===== config.mk =====
export PLATFORM = sky130hd
export DESIGN_NAME = led_pattern_ctrl
export DESIGN_NICKNAME = d
export VERILOG_FILES = /design/src/rtl/led_pattern_ctrl.sv
export SDC_FILE = /design/constraint.sdc
export NUM_CORES = 1
export LEC_CHECK = 0
export CORE_UTILIZATION = 35
export DETAILED_ROUTE_END_ITERATION = 16
export PLACE_DENSITY = 0.65
export RECOVER_POWER = 50
export SYNTH_ARGS = -nofsm -noshare
export SYNTH_HDL_FRONTEND = slang
export SYNTH_SLANG_ARGS = --single-unit

===== constraint.sdc =====
create_clock -name clk -period 2.1 [get_ports clk]
set_input_delay 0.525 -clock clk [delete_from_list [all_inputs] [get_ports clk]]
set_output_delay 0.525 -clock clk [all_outputs]
set_load 0.05 [all_outputs]

===== src/rtl/led_pattern_ctrl.sv =====
// Status LED sequencer: OFF / ON / BLINK (slow or fast) / counted BURST of pulses.
// Latency: a command is accepted on a rising clk edge and its LED level is visible the following cycle.
// Backpressure: cmd_ready drops for the whole burst, so a held command waits until the cycle after done.
//
// Ports:
//   clk, rst                 50 MHz clock, asynchronous active-high reset
//   cmd_valid / cmd_ready    command handshake; cmd_mode, cmd_rate and cmd_count are sampled on accept
//   LED                      registered LED drive
//   busy                     high while a burst runs
//   done                     one-cycle pulse when a burst completes (or when a zero-count burst is accepted)
//   bright[3:0]              PWM brightness, present only when LED_PWM_EN is defined
//
// Optional feature macro: LED_PWM_EN. When defined, LED = pattern_level && (pwm_cnt < bright),
// where pwm_cnt is a 4-bit free-running counter and bright is used live.
module led_pattern_ctrl #(
  parameter int TICK_DIV    = 50000,
  parameter int SLOW_TICKS  = 500,
  parameter int FAST_TICKS  = 100,
  parameter int PULSE_TICKS = 200,
  parameter int CNT_W       = 8
) (
  input  logic             clk,
  input  logic             rst,
  input  logic             cmd_valid,
  output logic             cmd_ready,
  input  logic [1:0]       cmd_mode,
  input  logic             cmd_rate,
  input  logic [CNT_W-1:0] cmd_count,
`ifdef LED_PWM_EN
  input  logic [3:0]       bright,
`endif
  output logic             LED,
  output logic             busy,
  output logic             done
);

  localparam int MAX_SF = (SLOW_TICKS > FAST_TICKS) ? SLOW_TICKS : FAST_TICKS;
  localparam int MAX_T  = (MAX_SF > PULSE_TICKS) ? MAX_SF : PULSE_TICKS;
  localparam int PH_W   = $clog2(MAX_T + 1);
  localparam int PS_W   = $clog2(TICK_DIV);

  localparam logic [PS_W-1:0] PS_LAST    = PS_W'(TICK_DIV - 1);
  localparam logic [PH_W-1:0] SLOW_LAST  = PH_W'(SLOW_TICKS - 1);
  localparam logic [PH_W-1:0] FAST_LAST  = PH_W'(FAST_TICKS - 1);
  localparam logic [PH_W-1:0] PULSE_LAST = PH_W'(PULSE_TICKS - 1);

  localparam logic [1:0] M_OFF   = 2'd0;
  localparam logic [1:0] M_ON    = 2'd1;
  localparam logic [1:0] M_BLINK = 2'd2;
  localparam logic [1:0] M_BURST = 2'd3;

  typedef enum logic [2:0] {
    S_OFF       = 3'd0,
    S_ON        = 3'd1,
    S_BLINK     = 3'd2,
    S_BURST_ON  = 3'd3,
    S_BURST_OFF = 3'd4
  } state_t;

  state_t           state, state_nxt;
  state_t           saved, saved_nxt;     // mode to resume after a burst (OFF/ON/BLINK only)
  logic             rate, rate_nxt;       // blink rate, latched with the BLINK command
  logic [PS_W-1:0]  presc, presc_nxt;
  logic [PH_W-1:0]  phase, phase_nxt;     // ticks elapsed in the current half-period
  logic [CNT_W-1:0] rem, rem_nxt;         // pulses remaining in the burst, including the current one
  logic             level, level_nxt;     // pattern level before any PWM gating
  logic             done_nxt;
  logic             led_d;
  logic             led_q;

  logic             tick;
  logic             accept;
  logic [PH_W-1:0]  hp_last;

  assign tick    = (presc == PS_LAST);
  assign accept  = cmd_valid && cmd_ready;
  assign hp_last = rate ? FAST_LAST : SLOW_LAST;

`ifdef LED_PWM_EN
  logic [3:0] pwm_cnt;

  always_ff @(posedge clk or posedge rst) begin
    if (rst) pwm_cnt <= '0;
    else     pwm_cnt <= pwm_cnt + 4'd1;
  end

  assign led_d = level_nxt && (pwm_cnt < bright);
`else
  assign led_d = level_nxt;
`endif

  // State register
  always_ff @(posedge clk or posedge rst) begin
    if (rst) begin
      state <= S_OFF;
      saved <= S_OFF;
      rate  <= 1'b0;
      presc <= '0;
      phase <= '0;
      rem   <= '0;
      level <= 1'b0;
      led_q <= 1'b0;
      done  <= 1'b0;
    end else begin
      state <= state_nxt;
      saved <= saved_nxt;
      rate  <= rate_nxt;
      presc <= presc_nxt;
      phase <= phase_nxt;
      rem   <= rem_nxt;
      level <= level_nxt;
      led_q <= led_d;
      done  <= done_nxt;
    end
  end

  // Next-state logic
  always_comb begin
    state_nxt = state;
    saved_nxt = saved;
    rate_nxt  = rate;
    presc_nxt = tick ? '0 : presc + 1'b1;
    phase_nxt = phase;
    rem_nxt   = rem;
    level_nxt = level;
    done_nxt  = 1'b0;

    case (state)
      S_OFF, S_ON, S_BLINK: begin
        if (accept) begin
          if (cmd_mode == M_BURST) begin
            if (cmd_count != '0) begin
              state_nxt = S_BURST_ON;
              level_nxt = 1'b1;
              rem_nxt   = cmd_count;
              presc_nxt = '0;
              phase_nxt = '0;
            end else begin
              // Empty burst: acknowledge only, leaving the running pattern and its timing alone.
              done_nxt = 1'b1;
            end
          end else begin
            presc_nxt = '0;
            phase_nxt = '0;
            case (cmd_mode)
              M_ON: begin
                state_nxt = S_ON;
                saved_nxt = S_ON;
                level_nxt = 1'b1;
              end
              M_BLINK: begin
                state_nxt = S_BLINK;
                saved_nxt = S_BLINK;
                rate_nxt  = cmd_rate;
                level_nxt = 1'b1;
              end
              default: begin
                state_nxt = S_OFF;
                saved_nxt = S_OFF;
                level_nxt = 1'b0;
              end
            endcase
          end
        end else if ((state == S_BLINK) && tick) begin
          if (phase == hp_last) begin
            level_nxt = ~level;
            phase_nxt = '0;
          end else begin
            phase_nxt = phase + 1'b1;
          end
        end
      end

      S_BURST_ON: begin
        if (tick) begin
          if (phase == PULSE_LAST) begin
            state_nxt = S_BURST_OFF;
            level_nxt = 1'b0;
            phase_nxt = '0;
          end else begin
            phase_nxt = phase + 1'b1;
          end
        end
      end

      S_BURST_OFF: begin
        if (tick) begin
          if (phase == PULSE_LAST) begin
            phase_nxt = '0;
            if (rem == CNT_W'(1)) begin
              // Last pulse finished: resume the saved mode; a saved BLINK restarts high.
              done_nxt  = 1'b1;
              rem_nxt   = '0;
              state_nxt = saved;
              level_nxt = (saved != S_OFF);
              presc_nxt = '0;
            end else begin
              rem_nxt   = rem - CNT_W'(1);
              state_nxt = S_BURST_ON;
              level_nxt = 1'b1;
            end
          end else begin
            phase_nxt = phase + 1'b1;
          end
        end
      end

      default: begin
        state_nxt = S_OFF;
        level_nxt = 1'b0;
      end
    endcase
  end

  // Outputs
  always_comb begin
    busy      = (state == S_BURST_ON) || (state == S_BURST_OFF);
    cmd_ready = !busy;
    LED       = led_q;
  end

endmodule


==> flow_summary.toml, run 1 <==
[status]
outcome = "finished, violations left"
violations = "negative setup slack"

[worst_setup_path]
cp-end-kind = "flip-flop"
critPathKind = "reg -> reg"
critPathLaunchType = "flip-flop"
crit_chain = "or4b_1 > a2111o_1 > a22oi_2 > buf_4 > nor2_4 > a221o_1"
cp_top_family = "compound AO/OA/AOI/OAI gates"
cp.required_ns = 2.28
path_buf_inv = 1
path_depth = 6
reg2reg_depth = 6
worst_ep_arrival_time_ns = 2.33
crit_fanout = 4
slowest_delay_ns = 0.52
r2r_setup_slack_ns = -0.05
cp_slowest_cell = "or4b_1"

[power_and_ir_drop]
pwr-share-seq = 0.342
power_density_nw_per_um2 = 1030
p_switching_uw = 1310
internal-power_uw = 2080
ir_drop_v = 0.000563
netSwitchingFraction = 0.386
p_comb_frac = 0.487
leakage_uw = 0.00140
p_clk_frac = 0.171

[die]
ios = 18
initial_core_util = 0.361
die_w_um = 85.7
die_h_um = 85.7
rows = 30
die-area_um2 = 7350
core_area_um2 = 6790

[cells_and_area]
drive_gt1_frac = 0.265
final_common_cell = "buf_4"
fin_nets = 353
final_cells = 432
final_cell_mix = "48 x buf_4, 40 x dfrtp_1, 28 x nor2_1, 25 x o21ai_0, 21 x nand2_1"
area_growth_pct = 33.7
diodes = 0

[clock_network]
ctsRootBufferMaster = "clkbuf_8"
cts_tree = "done"
clk_latency_ns = 0.30
cts_buffer_depth = 2
cts_max_level = 2
cts_buffers = 5
path_clk_slew_ns = 0.08
clkSinkCount = 41

[timing]
final.min_clock_period_ns = 2.15
post-route-worst-setup-slack_ns = -0.0505
finalCritPeriodShare = 1.02
setup_viol = 4
final_max_slew_viol_count = 0
finalClockSkew_ns = 0.00876
hold_viol = 0
rsz0062_at_grt = "true"
worstMarginPinSlew_ns = 1.01
slew_headroom = 0.324
max_freq_mhz = 465

[synth]
ys_seq_elements = 41
syn_nets = 287
yosysSeqAreaShare = 0.418
postSynthAreaPerCell_um2 = 9.12
synth_warnings = 0
syn_area_um2 = 2450
ys_async_sr_fraction = 1.00
ys_types = 64
synth_edf_count = 0
syn_inst = 269
synth_flop_cell = "dfrtp_1"

[global_route]
antenna_found_initial = 0
met1_usage = 0.244
grt_max_degree = 42
grt_util_met2 = 0.285
first_global_vias = 2182
use_met3 = 0.0395
busiest_layer = "met2"
grt_use_total = 0.179
grt_pass1_wl_um = 10500
grt_overflow_total = 0

[place]
pre_cts_slack_ns = -0.558
hpwl_um = 4300
dp_cells = 416
portBuffers = 17
globalplace.congestion = 0.868

[route]
ant_nets = 0
drc = 0
via_per_inst = 5.31
wire_per_inst_um = 13.9
dr.pass1.iters = 4
vias = 2294
drtIter0Drc = 140
wirelength_um = 6000

[hold_path]
hold_class = "reg -> reg"
hold_depth = 1

[run]
cap_violations = 0
-- metal layers --
layer,share of wire,up-vias
met3,0.041,12
met4,0.014,0
met2,0.48,52
li1,-,1126
met5,0,-
met1,0.46,1104
-- final cells by class --
type / count / area (um^2)
timing repair buffer: 67 / 562
sequential: 41 / 1030
clock inverter: 1 / 5.00
tap: 96 / 120
inverter: 11 / 41.3
multi-input combinational: 209 / 1430
clock buffer: 7 / 96.3
fill: 651 / 3520
-- path summary, 6_finish.rpt --
| path | to | startpoint |
|---|---|---|
| max | phase[3]$_DFFE_PP0P_ | phase[7]$_DFFE_PP0P_ |
| min | presc[0]$_DFF_PP0_ | presc[0]$_DFF_PP0_ |
| max reg2reg | phase[3]$_DFFE_PP0P_ | phase[7]$_DFFE_PP0P_ |
| min reg2reg | presc[0]$_DFF_PP0_ | presc[0]$_DFF_PP0_ |
| max in group asynchronous | state[2]$_DFFE_PP0P_ | rst |
| min in group asynchronous | phase[2]$_DFFE_PP0P_ | rst |
-- stage by stage --
step | total power, uW | TNS [ns] | area [um^2] | hold slack [ns] | util
after floorplan | 2110 | 0 | 2460 | 0.433 | -
after global routing | 3630 | -0.988 | 3280 | 0.510 | 0.483
after detailed placement | 2700 | -14.61 | 3050 | 0.454 | 0.448
final | 3380 | -0.119 | 3280 | 0.462 | 0.483
after CTS | 3360 | -0.137 | 3230 | 0.466 | 0.476
after global placement | 2680 | -13.74 | 3050 | 0.446 | 0.448
-- timing repair --
action	in CTS	in global routing
hold buffers	0	0
endpoints found under the setup margin	31	30
setup buffers	5	3
pin swaps	9	8
gates resized for setup	18	14
-- synth_stat cells, types with 2 or more instances --
master | instances | area share
dfrtp_1 | 41 | 0.42
o21ai_0 | 30 | 0.061
nor2_1 | 29 | 0.044
nand2_1 | 22 | 0.034
nand3_1 | 16 | 0.033
inv_1 | 11 | 0.017
nor3_1 | 10 | 0.020
a21oi_1 | 8 | 0.016
xnor2_1 | 8 | 0.029
xor2_1 | 6 | 0.021
and3_1 | 5 | 0.013
a22o_1 | 4 | 0.014
ha_1 | 4 | 0.020
nor4_1 | 4 | 0.010
a22oi_1 | 3 | 0.0092
buf_2 | 3 | 0.0061
nand4_1 | 3 | 0.0077
nor4bb_1 | 3 | 0.012
o22a_1 | 3 | 0.011
a2111oi_0 | 2 | 0.0071
and2_1 | 2 | 0.0051
buf_4 | 2 | 0.0061
clkbuf_1 | 2 | 0.0031
nand2b_1 | 2 | 0.0051
nor2b_1 | 2 | 0.0051
o22ai_1 | 2 | 0.0051
o31a_1 | 2 | 0.0071
o31ai_1 | 2 | 0.0061
or3_1 | 2 | 0.0051
or4_4 | 2 | 0.0092
-- power by group through the flow --
stage | logic (uW) | registers [uW] | clock network [uW]
floorplan | 908 | 1200 | 0
global placement | 1510 | 1170 | 0
detailed placement | 1520 | 1170 | 0
CTS | 1600 | 1160 | 594
global route | 1810 | 1190 | 632
finish | 1650 | 1160 | 580
-- registers in the layout (all words and copies together), names as in the netlist --
name and count:
rem 8, state 3, phase 9, LED 1, rate 1, done 1, saved 2, presc 16
-- worst reg2reg max path, cell delays in order (launching register included) --
cell and delay [ns]:
dfrtp_1 0.37, or4b_1 0.52, a2111o_1 0.43, a22oi_2 0.18
buf_4 0.16, nor2_4 0.04, a221o_1 0.32
-- logic make-up (layout without fill, tap and decap cells) --
group,count (synthesis),count (layout),synth area share
compound gates,70,70,0.197
xor+xnor,14,14,0.0500
fa+ha+maj,4,4,0.0204
buf+inv,19,86,0.0367
flops,41,41,0.418
mux,3,3,0.0153
simple gates,118,118,0.262
(Power assumes the default switching activity.)
==> inputs of run 2 (changes only) <==
--- a/config.mk
+++ b/config.mk
@@ -8,6 +8,7 @@
 export CORE_UTILIZATION = 35
 export DETAILED_ROUTE_END_ITERATION = 16
-export PLACE_DENSITY = 0.65
+export PLACE_DENSITY = 0.63
 export RECOVER_POWER = 50
+export SLEW_MARGIN = 10
 export SYNTH_ARGS = -nofsm -noshare
 export SYNTH_HDL_FRONTEND = slang
==> constraint.sdc (replaced) <==
create_clock -name clk -period 2.62 [get_ports clk]
set_input_delay 0.524 -clock clk [delete_from_list [all_inputs] [get_ports clk]]
set_output_delay 0.524 -clock clk [all_outputs]
set_load 0.05 [all_outputs]
==> run 2 against run 1 <==
Compared with the run above:
- the run now ends clean
- sequential power decreased by 15%
- critical endpoint unchanged
- utilization decreased by 5.9 points
- highest routed layer unchanged
- critical path type is now in -> reg
- largest power group is now registers
- first-iteration DRC count increased by 0.71%
==> flow_summary.toml, run 2 (same netlist as run 1, synthesis figures left out) <==
[global_route]
first_global_vias = 2036
grt_max_degree = 42
grt_pass1_wl_um = 9670
grt_overflow_total = 0
grt_use_total = 0.165
antenna_found_initial = 0

[route]
dr.pass1.iters = 4
wire_per_inst_um = 13.9
vias = 2078
drc = 0
wirelength_um = 5500
via_per_inst = 5.26
ant_nets = 0
drtIter0Drc = 141

[cells_and_area]
final_common_cell = "dfrtp_1"
multi_input_area_um2 = 1330
seqCellArea_um2 = 1030
largest-register = "presc"
area_growth_pct = 17.2
fillers = 690
fin_nets = 316
drive_gt1_frac = 0.117
largest_reg_flops = 16
diodes = 0
reg_top3 = "presc (16), phase (9), rem (8)"
final_cell_mix = "41 x dfrtp_1, 30 x o21ai_0, 29 x nor2_1, 22 x nand2_1, 16 x nand3_1"

[worst_setup_path]
worst_ep_arrival_time_ns = 2.68
critPathLaunchType = "primary input"
reg2reg_depth = 5
r2r-end = "phase[3]$_DFFE_PP0P_"
cp.required_ns = 2.80
cp-end-kind = "flip-flop"
timing.rr.start = "state[0]$_DFFE_PP0P_"
crit_fanout = 5
critPathKind = "in -> reg"
cp-startpoint = "cmd_count[0]"
r2r_setup_slack_ns = 0.29

[die]
ios = 18
initial_core_util = 0.361
die-area_um2 = 7350
die_w_um = 85.7
rows = 30
die_h_um = 85.7
core_area_um2 = 6790

[timing]
final.min_clock_period_ns = 2.51
max_freq_mhz = 399
setup_viol = 0
slew_headroom = 0.311
rsz0062_at_grt = "false"
worstMarginPinSlew_ns = 1.03
hold_viol = 0
finalClockSkew_ns = 0.00509
final_max_slew_viol_count = 0
finalCritPeriodShare = 0.957
tns_ns = 0

[clock_network]
cts_setup_buffers = 0
cts_tree = "done"
clk_latency_ns = 0.29
ctsHoldBuffers = 0
cts_buffers = 5
ctsRootBufferMaster = "clkbuf_8"
cts_max_level = 2
cts_buffer_depth = 2
clkSinkCount = 41
cts_resized = 0
path_clk_slew_ns = 0.08

[status]
outcome = "finished clean"

[hold_path]
holdPathEnd = "presc[0]$_DFF_PP0_"
hold_depth = 1
hold_class = "reg -> reg"
min_from = "presc[0]$_DFF_PP0_"

[place]
globalplace.congestion = 0.886
hpwl_um = 4000
portBuffers = 17

[power_and_ir_drop]
fin_total_pwr_uw = 2370
ir_drop_v = 0.000402
power_density_nw_per_um2 = 825
leakage_uw = 0.00116

[run]
cap_violations = 0
[run 2: area by class of cell]
type / instances / share of cell area
Clock buffer: 6 / 0.0252
Clock inverter: 2 / 0.00348
Inverter: 11 / 0.0144
Multi-Input combinational cell: 209 / 0.463
Sequential cell: 41 / 0.357
Tap cell: 96 / 0.0418
Timing Repair Buffer: 30 / 0.0949
[run 2: power breakdown]
| part | switching (uW) | leakage (uW) | total [uW] | internal, uW |
|---|---|---|---|---|
| registers | 192 | 0.000536 | 989 | 797 |
| logic | 548 | 0.000578 | 982 | 434 |
| clock network | 217 | 0.0000450 | 402 | 185 |
| total | 957 | 0.00116 | 2370 | 1420 |
[run 2: metal layers]
metal / global-route usage / routed length [um] / vias up
met5: 0 / 0 / -
met4: 0.0424 / 34 / 0
met3: 0.0260 / 188 / 4
met2: 0.261 / 2540 / 39
met1: 0.235 / 2740 / 985
li1: - / - / 1050
[run 2: per-stage QoR]
stage          worst slack (ns)  std cells  hold WS (ns)  instance area [um^2]  utilization
4_1_cts                   0.190        395         0.469                  2880        0.424
2_1_floorplan             0.345        269         0.433                  2450            -
6_report                  0.113        395         0.460                  2880        0.423
5_1_grt                  0.0667        395         0.518                  2880        0.423
3_5_place_dp             -0.108        387         0.458                  2800        0.412
3_3_place_gp             -0.114        387         0.453                  2800        0.412
[run 2: how the worst max path moves through the flow]
stage | end | slack (ns)
2_1_floorplan | rem[1]$_DFFE_PP0P_ | 0.34
3_3_place_gp | phase[3]$_DFFE_PP0P_ | -0.11
3_5_place_dp | phase[3]$_DFFE_PP0P_ | -0.11
4_1_cts | phase[3]$_DFFE_PP0P_ | 0.19
5_1_grt | LED$_DFFE_PP0P_ | 0.07
6_report | phase[3]$_DFFE_PP0P_ | 0.11
[run 2: worst max-delay path, cell delays in order]
cell and delay [ns]:
clkdlybuf4s50_1 0.41, or4_2 0.72, nor3_1 0.33, o22a_1 0.30
nor2_2 0.10, a221o_1 0.31
==> inputs of run 3 (changes only) <==
CTS_CLUSTER_DIAMETER = 150   (was default)
CTS_CLUSTER_SIZE = 30   (was default)
PLACE_DENSITY = default   (was 0.63)
==> run 3 against run 2 <==
Compared with the run above:
- clock power fell by 2%
- largest power group unchanged
- cell area rose by 0.22%
- setup slack gained 0.058 ns
- global-route usage about the same
- first-iteration DRC count up 7.1%
- final cell count down 0.25%
- clock skew increased by 0.0034 ns
==> flow_summary.toml, run 3 (same netlist as run 1, synthesis figures left out) <==
[route]
wirelength_um = 5370
drtIter0Drc = 151
vias = 2101
drc = 0
wire_per_inst_um = 13.6
via_per_inst = 5.33
ant_nets = 0
dr.pass1.iters = 4

[worst_setup_path]
critPathLaunchType = "primary input"
worst_ep_arrival_time_ns = 2.63
crit_fanout = 5
cp-end-kind = "flip-flop"
critPathKind = "in -> reg"
crit_chain = "clkdlybuf4s50_1 > or4_2 > nor3_1 > o22a_1 > nor2_2 > a221o_1"
slowest_delay_ns = 0.73
cp.required_ns = 2.80
cp_slowest_cell = "or4_2"

[power_and_ir_drop]
fin_total_pwr_uw = 2390
p_switching_uw = 960
leakage_uw = 0.00115
internal-power_uw = 1430
pwr-share-seq = 0.418
netSwitchingFraction = 0.402
p_comb_frac = 0.417
p_clk_frac = 0.165
power_density_nw_per_um2 = 829
ir_drop_v = 0.000389

[place]
globalplace.congestion = 0.838
hpwl_um = 3900
dp_cells = 386
portBuffers = 17

[clock_network]
clkSinkCount = 41
cts_buffer_depth = 2
path_clk_slew_ns = 0.08
ctsRootBufferMaster = "clkbuf_8"
cts_resized = 0
clk_latency_ns = 0.29
ctsHoldBuffers = 0
cts_setup_buffers = 0
cts_tree = "done"
cts_max_level = 2
cts_buffers = 5

[cells_and_area]
diodes = 0
final_cells = 394
fin_nets = 315
largest-register = "presc"
fillers = 665
area_growth_pct = 17.5
final_common_cell = "dfrtp_1"
final_cell_mix = "41 x dfrtp_1, 30 x o21ai_0, 29 x nor2_1, 22 x nand2_1, 16 x nand3_1"
reg_top3 = "presc (16), phase (9), rem (8)"
largest_reg_flops = 16
drive_gt1_frac = 0.111
final_core_util = 0.424

[die]
die_w_um = 85.7
die_h_um = 85.7
rows = 30
initial_core_util = 0.361
die-area_um2 = 7350
ios = 18
core_area_um2 = 6790

[global_route]
grt_use_total = 0.165
grt_pass1_wl_um = 9650
first_global_vias = 2060
grt_overflow_total = 0
grt_max_degree = 42
antenna_found_initial = 0

[timing]
final_max_slew_viol_count = 0
max_freq_mhz = 408
slew_headroom = 0.322
setup_viol = 0
finalCritPeriodShare = 0.935
worstMarginPinSlew_ns = 1.02
finalClockSkew_ns = 0.00854
hold_ws_ns = 0.460
final.min_clock_period_ns = 2.45
hold_viol = 0
rsz0062_at_grt = "false"

[status]
outcome = "finished clean"

[hold_path]
hold_class = "reg -> reg"

[run]
cap_violations = 0
-- run 3: area by class of cell --
class,instances,area [um^2],area share
tap,96,120,0.0417
timing repair buffer,29,278,0.0964
sequential,41,1030,0.356
clock buffer,8,80.1,0.0278
inverter,11,41.3,0.0143
multi-input combinational,209,1340,0.464
-- run 3: power groups by stage --
stage               combinational [uW]  clock (uW)  sequential (uW)
floorplan                          721           0              961
global placement                   985           0             1000
detailed placement                 995           0             1010
CTS                                997         410              998
global route                      1110         433             1030
finish                             996         394              999
-- run 3: path summary, 6_finish.rpt --
path                                            from  slack (ns)  cells after the start              endpoint
worst max register to register  phase[0]$_DFFE_PP0P_        0.31                      7    rem[0]$_DFFE_PP0P_
worst max-delay path                    cmd_count[0]        0.17                      6  phase[3]$_DFFE_PP0P_
worst min-delay path              presc[0]$_DFF_PP0_        0.46                      1    presc[0]$_DFF_PP0_
min in group asynchronous                        rst        1.00                      3        done$_DFF_PP0_
worst min register to register    presc[0]$_DFF_PP0_        0.46                      1    presc[0]$_DFF_PP0_
max in group asynchronous                        rst        1.00                      3    rem[7]$_DFFE_PP0P_
-- run 3: metrics by stage --
stage | TNS, ns | setup WS [ns] | cell area [um^2]
after global routing | 0 | 0.0330 | 2880
after CTS | 0 | 0.194 | 2880
final | 0 | 0.171 | 2880
after floorplan | 0 | 0.345 | 2450
after global placement | -0.130 | -0.0759 | 2800
after detailed placement | -0.391 | -0.125 | 2800
-- run 3: worst max-delay path: cells and delay by family --
kind                   cells  cell delay, ns
buffers and inverters      1            0.42
AOI/OAI and AO/OA          2            0.57
and+or+nand+nor            3            1.11
-- run 3: routing by layer --
metal  wire, um  up-vias  part of all wire  global-route usage
met4         68        0             0.013              0.0561
met2       2400       44              0.45               0.258
met1       2670     1004              0.50               0.226
li1           -     1046                 -                   -
met5          0        -                 0                   0
met3        223        7             0.042              0.0346
